==> src/rtl/ofifo_drain.sv <==
// Output-FIFO drain controller: pops num_rows psum rows and writes them to consecutive psum SRAM addresses.
// Build macro OFIFO_DRAIN_RELU_EN clamps negative lanes to zero on the way into the SRAM data register.
module ofifo_drain #(
  parameter int col     = 8,
  parameter int psum_bw = 16,
  parameter int addr_bw = 11
) (
  input  logic                     clk,
  input  logic                     reset,
  input  logic                     start,
  input  logic [addr_bw-1:0]       base_addr,
  input  logic [addr_bw-1:0]       num_rows,
  input  logic                     ofifo_valid,
  input  logic [col*psum_bw-1:0]   ofifo_out,
  output logic                     ofifo_rd,
  output logic                     sram_cen,
  output logic                     sram_wen,
  output logic [addr_bw-1:0]       sram_addr,
  output logic [col*psum_bw-1:0]   sram_d,
  output logic                     busy,
  output logic                     done,
  output logic [addr_bw-1:0]       row_cnt
);

  typedef enum logic [1:0] {S_IDLE, S_RUN, S_DONE} state_t;

  state_t                   r_state;
  state_t                   w_state_nxt;
  logic [addr_bw-1:0]       r_base;
  logic [addr_bw-1:0]       r_num;
  logic [addr_bw-1:0]       r_issued;
  logic [addr_bw-1:0]       r_written;
  logic [addr_bw-1:0]       r_row_cnt;
  logic [addr_bw-1:0]       r_addr_p1;
  logic [col*psum_bw-1:0]   r_d_p1;
  logic                     r_cen_p1;
  logic                     r_rd_p0;
  logic                     w_rd;
  logic [col*psum_bw-1:0]   w_wdata;

`ifdef OFIFO_DRAIN_RELU_EN
  function automatic logic [psum_bw-1:0] relu_lane(input logic signed [psum_bw-1:0] x);
    return x[psum_bw-1] ? '0 : x;
  endfunction
`endif

  always_comb begin
    w_wdata = ofifo_out;
`ifdef OFIFO_DRAIN_RELU_EN
    for (int i = 0; i < col; i++) begin
      w_wdata[i*psum_bw +: psum_bw] = relu_lane(ofifo_out[i*psum_bw +: psum_bw]);
    end
`endif
  end

  // Pop request: never beyond num_rows, never while reset is asserted.
  assign w_rd = reset && (r_state == S_RUN) && (r_issued < r_num) && ofifo_valid;

  always_comb begin
    w_state_nxt = r_state;
    unique case (r_state)
      S_IDLE:  if (start) w_state_nxt = (num_rows == '0) ? S_DONE : S_RUN;
      S_RUN:   if (!r_cen_p1 && (r_written == r_num)) w_state_nxt = S_DONE;
      S_DONE:  w_state_nxt = S_IDLE;
      default: w_state_nxt = S_IDLE;
    endcase
  end

  always_ff @(posedge clk) begin
    if (!reset) begin
      r_state   <= S_IDLE;
      r_base    <= '0;
      r_num     <= '0;
      r_issued  <= '0;
      r_written <= '0;
      r_row_cnt <= '0;
      r_rd_p0   <= 1'b0;
      r_cen_p1  <= 1'b1;
      r_addr_p1 <= '0;
      r_d_p1    <= '0;
    end else begin
      r_state <= w_state_nxt;
      if ((r_state == S_IDLE) && start) begin
        r_base    <= base_addr;
        r_num     <= num_rows;
        r_issued  <= '0;
        r_written <= '0;
        r_row_cnt <= '0;
      end
      if (w_rd) r_issued <= r_issued + addr_bw'(1);
      // p0: pop issued last cycle, FIFO data valid now
      r_rd_p0 <= w_rd;
      // p1: capture FIFO data into the SRAM write register
      r_cen_p1 <= ~r_rd_p0;
      if (r_rd_p0) begin
        r_d_p1    <= w_wdata;
        r_addr_p1 <= r_base + r_written;
        r_written <= r_written + addr_bw'(1);
        r_row_cnt <= r_row_cnt + addr_bw'(1);
      end
    end
  end

  assign ofifo_rd  = w_rd;
  assign sram_cen  = r_cen_p1;
  assign sram_wen  = r_cen_p1;
  assign sram_addr = r_addr_p1;
  assign sram_d    = r_d_p1;
  assign busy      = (r_state == S_RUN);
  assign done      = (r_state == S_DONE);
  assign row_cnt   = r_row_cnt;

endmodule

==> config.mk <==
export PLATFORM = sky130hd
export DESIGN_NAME = ofifo_drain
export DESIGN_NICKNAME = d
export VERILOG_FILES = /design/src/rtl/ofifo_drain.sv
export SDC_FILE = /design/constraint.sdc
export NUM_CORES = 1
export LEC_CHECK = 0
export BUFFER_PORTS_ARGS = -buffer_cell sky130_fd_sc_hd__buf_2
export CAP_MARGIN = 20
export CORE_MARGIN = 2
export CORE_UTILIZATION = 40
export CTS_BUF_LIST = sky130_fd_sc_hd__clkbuf_8
export DETAILED_ROUTE_END_ITERATION = 7
export GPL_TIMING_DRIVEN = 0
export PLACE_DENSITY = 0.67
export SYNTH_ARGS = -nofsm -noshare
export SYNTH_HDL_FRONTEND = slang
export SYNTH_SLANG_ARGS = --single-unit
==> constraint.sdc <==
create_clock -name clk -period 2.9 [get_ports clk]
set_clock_uncertainty 0.15 [all_clocks]
set_input_delay 0.29 -clock clk [delete_from_list [all_inputs] [get_ports clk]]
set_output_delay 0.29 -clock clk [all_outputs]
set_load 0.01 [all_outputs]
==> After elaboration in Yosys (flattened, before gate mapping) <==
Cells that the tools add are included.
{ "totals": {"regBits": 198, "wordCells": 40} }
{ "classes": {"n_addsub": 4, "n_lt_le_gt_ge": 1, "eq_ne": 5, "n_mux": 8, "bitwise_logic": 1, "reduce_logical": 11} }
{ "ops": {"columns": ["cell", "count"], "rows": [
  ["2-to-1 mux 11 bit", 4],
  ["adder 11 x 1 -> 11 bit (second input constant)", 3],
  ["adder 11 bit", 1],
  ["== test 11 bit", 1],
  ["zero test 11 bit", 1],
  ["less-than comparator 11 bit", 1],
  ["2-to-1 mux 2 bit", 3],
  ["logical AND 1 bit", 5],
  ["case mux 2 bit (2 select lines)", 1],
  ["nonzero test 2 bit", 2],
  ["== test 2 x 1 -> 1 bit (second input constant)", 1],
  ["== test 2 bit (second input constant)", 1],
  ["zero test 2 bit", 1],
  ["inequality test 2 x 1 -> 1 bit (second input constant)", 1],
  ["inequality test 2 bit (second input constant)", 1],
  ["AND reduction 2 bit", 1],
  ["zero test 1 bit", 1],
  ["inverter 1 bit", 1]
]} }

==> Longest topological paths before layout <==
{ "depth": {"depth_word": 5, "ltp_mapped": 9, "depth_no_buf": 8} }

==> Least setup slack after synthesis <==
Ideal clock, no wire load.
{ "synth_path": {"path_type": "flip-flop to output port", "start": "register r_num[9]", "end": "output port ofifo_rd", "t_arrival_ps": 1788, "required_time_ps": 2460, "slack_ps": 672, "path_stages_with_launch": 8, "n_path_buf": 1, "cell_sequence": "dfxtp_1 -> inv_1 -> ha_1 -> and4_1 -> nand2_1 -> nand4_1 -> a311oi_4 -> buf_2"} }
{ "synth_via": {"elab_chain_cells": 3} }
{ "synth_rtl": {"columns": ["element", "line", "rtl"], "rows": [
  ["from (decl)", "30", "logic [addr_bw-1:0] r_num;"],
  ["from (signal assigned)", "85", "r_num <= num_rows;"],
  ["less-than comparator 11 bit", "57", "assign w_rd = reset && (r_state == S_RUN) && (r_issued < r_num) && ofifo_valid;"],
  ["logical AND 1 bit (2 in a row)", "57", null],
  ["to (decl)", "15", "output logic ofifo_rd,"]
]} }
Every way passes these cells.

==> Worst setup path in the final report <==
{ "layout_path": {"start": "register r_num[10]", "end": "output port ofifo_rd"} }
Same word-level chain as after synthesis.

==> results.txt <==
----------------------------------------------------
[Critical path]
  Library cell contributing the largest single delay on the critical path ... dfxtp_1
  Required time of the worst setup path ... ~2.5 ns
  Kind of cell adding the most delay to the critical path ... simple AND/OR/NAND/NOR gates
  Crit. End Element ... output pin
  Nature of the critical path startpoint ... flip-flop
  Arr. time, crit path ... roughly 2.3 ns
  List of cells traversed by the critical path ... inv_1 -> ha_1 -> and4_1 -> nand2_1 -> nand4_1 -> a311oi_4 -> buf_6 -> buf_2
  Worst setup path class ... reg -> out
  Maximum fanout along the worst path ... 3
  Cell depth of the worst flop-to-flop path ... 8
  Buf/Inv on CP ... 3
  Delay contributed by the slowest stage of the critical path ... about 0.39 ns
  Number of cells on the critical path ... 8

[Synth]
  Primary flip-flop cell chosen by synthesis mapping ... dfxtp_1
  Post-synth net total ... between 1000 and 1500
  Async set-reset flop share out of synthesis ... 0
  Dominant cells by area after synthesis ... dfxtp_1 (46%), mux2i_1 (16%), nor2b_1 (10%), nand2_1 (3.7%), ha_1 (3.3%)
  Avg Cell Area, Syn ... 9.80 um^2
  Number of flops mapped to enable cells by yosys ... 0
  Yosys top cell area share ... 0.458
  Register bit count reported by yosys ... between 150 and 200
  Number of warning messages in the yosys log ... 0
  Number of distinct library cells after synthesis ... slightly above 50
  Instance count of the mapped netlist ... slightly below 900
  Cell type contributing the most total cell area after synthesis ... dfxtp_1
  Sequential fraction of the synthesis area ... 0.458
  Cell area after technology mapping ... 0.00866 mm^2

[Min path]
  Hold/Removal Path Class ... in -> reg
  Cell count of the worst hold path ... 3

[Timing]
  Measured slew at the worst slew-check pin ... roughly 0.71 ns
  Unrepaired setup endpoints after global routing ... no
  Time the final worst path needs with I/O delays and setup ... around 2.7 ns
  Number of endpoints failing setup at the final stage ... 0
  Setup total negative slack ... 0 ns
  Maximum achievable frequency ... roughly 370 MHz
  Final hold violation count ... 0
  Fraction of the cycle the final worst path needs ... 0.931
  Worst slew margin ... 0.528
  Count of pins over their slew limit ... 0

[Clock tree]
  Clock tree from TritonCTS ... built
  Root cell of the clock tree ... clkbuf_8
  H-tree depth reported by CTS ... 4
  Maximum count of clock buffers along a single path ... 2
  Total clock buffers created by CTS ... 17
  Clk Latency, worst-skew pair ... about 0.47 ns
  Clock edge transition at the registers on the reported setup and hold paths ... about 0.11 ns
  Total clock sinks ... roughly 200

[Placed design]
  Total half-perimeter wirelength after legalization and detailed placement ... about 18000 um
  Input/output buffers ... 307
  Routability Congestion ... around 0.81

[GRT]
  First-pass GRT wire length ... 39200 um
  Initial antenna violation count ... 0
  Total grt overflow ... 0
  Largest net degree at the start of global routing ... 22
  Vias in the first global route ... ~7700
  Global-route usage over all layers ... 0.220

[Finish]
  Total number of nets in the final design ... ~1500
  Count of filler cells inserted in the layout ... approximately 1800
  Ratio of cells with drive above 1 in the final layout ... 0.267
  Core occupancy in the finished layout ... 0.591
  Diode count ... 0
  Area added between synthesis and finish ... 44.3%

[Pwr]
  Maximum ir drop on the vdd rail ... about 0.24 mV
  Sum of internal, switching and leakage power ... between 5000 and 6000 uW
  Static Leak ... approximately 0.0053 uW
  Power per standard cell area ... 432 mW/mm^2

[Detailed routing]
  Mean number of vias per cell ... 4.76
  Drt wl/cell ... between 15 and 20 um
  Number of DRC violations after detailed-routing iteration 0 ... between 200 and 300
  First-pass iteration count of the detailed router ... 4
  Total via count after detailed routing ... between 7000 and 8000
  # DRC ... 0
  Final ANT Viol Nets ... 0
  Final wirelength ... 26200 um

[Die]
  Vertical extent of the die ... 151 um
  Horizontal die dimension ... approximately 150 um
  Starting utilization of the core area ... 0.410
  Standard-cell rows ... 53
  I/O pin count ... ~310
  Area of the die ... 0.0229 mm^2
  Placeable Area ... 0.0212 mm^2

[Flow run]
  Maximum Capacitance Violations ... 0

[Outcome]
  Result of the run ... completed

----------------------------------------------------
-- layer usage --
layer / part of all wire / vias up / GRT usage
li1: - / 3958 / -
met2: 0.50 / 247 / 0.398
met5: 0 / - / 0
met3: 0.067 / 34 / 0.0566
met1: 0.42 / 3612 / 0.253
met4: 0.019 / 0 / 0.0696
-- worst min-delay path, cell delays in order --
cell	delay (ns)
buf_2	0.15
nand2_1	0.09
o311ai_1	0.08
-- synth_stat cells (15+ instances only) --
master    number
nor2b_1      140
xnor2_1       20
nor2_1        22
nand3_1       16
nand2_1       86
dfxtp_1      198
ha_1          23
buf_2         16
o21ai_1       21
and2_1        15
a21boi_1      26
mux2i_1      135
clkbuf_1      33
-- per-stage QoR --
step | hold WS (ns) | worst slack [ns] | instances | instance area, um^2
after floorplan | 0.275 | 0.672 | 884 | 8660
after global placement | 0.300 | 0.322 | 1466 | 10500
after detailed placement | 0.309 | 0.309 | 1466 | 10500
after CTS | 0.0164 | 0.00374 | 1649 | 12500
after global routing | 0.0683 | 0.0684 | 1650 | 12500
final | 0.0410 | 0.199 | 1650 | 12500
-- repair_timing --
item,4_1_cts,5_1_grt
endpoints found under the hold margin,150,0
buffers inserted,1,1
pin swaps,1,1
setup endpoints to repair,1,1
hold buffers,150,0
resized for setup,1,6
-- placed cells by master, fill, tap and decap left out, types with 22 or more instances in the layout --
cell type and count:
a21boi_1 26, buf_2 322, dlygate4sd3_1 150, nor2b_1 140, nand2_1 86, ha_1 23
nor2_1 22, mux2i_1 135, dfxtp_1 195, clkbuf_1 33
-- sequential cells by signal (all words and copies together) (netlist names) --
name       flops
r_num         11
r_issued      11
row_cnt       11
r_base        11
sram_addr     11
r_rd_p0        1
sram_d       128
r_written     11
r_state        2
sram_cen       1
-- final timing paths --
path / startpoint / end / slack (ns)
max: r_num[10] / ofifo_rd / 0.20
min: reset / r_issued[10] / 0.04
max reg2reg: r_written[0] / sram_addr[10] / 0.46
min reg2reg: r_base[0] / r_base[0] / 0.32
-- where the power goes --
part | switching [uW] | leakage [uW] | internal, uW
combinational | 325 | 0.00353 | 400
sequential | 46.3 | 0.00160 | 2790
clock | 1170 | 0.000205 | 670
-- cells by family (layout without fill, tap and decap cells) --
group                      after synthesis  count (layout)  share of synthesized area
and+or+nand+nor                        333             333                      0.212
xor gates and xnor gates                31              31                     0.0313
adders and majority gates               24              24                     0.0355
muxes                                  136             136                      0.157
AOI/OAI and AO/OA                       94              94                     0.0741
DFF                                    198             198                      0.458
buffers and inverters                   68             559                     0.0326
-- final cells by class --
type,instances,area (um^2),area share
buffer,54,236,0.0189
clock buffer,17,234,0.0187
clock inverter,15,185,0.0148
inverter,14,52.6,0.00420
multi-input combinational,618,4430,0.354
sequential,198,3970,0.317
tap,275,344,0.0275
timing repair buffer,459,3050,0.244
Power figures use the tool's default switching activity.
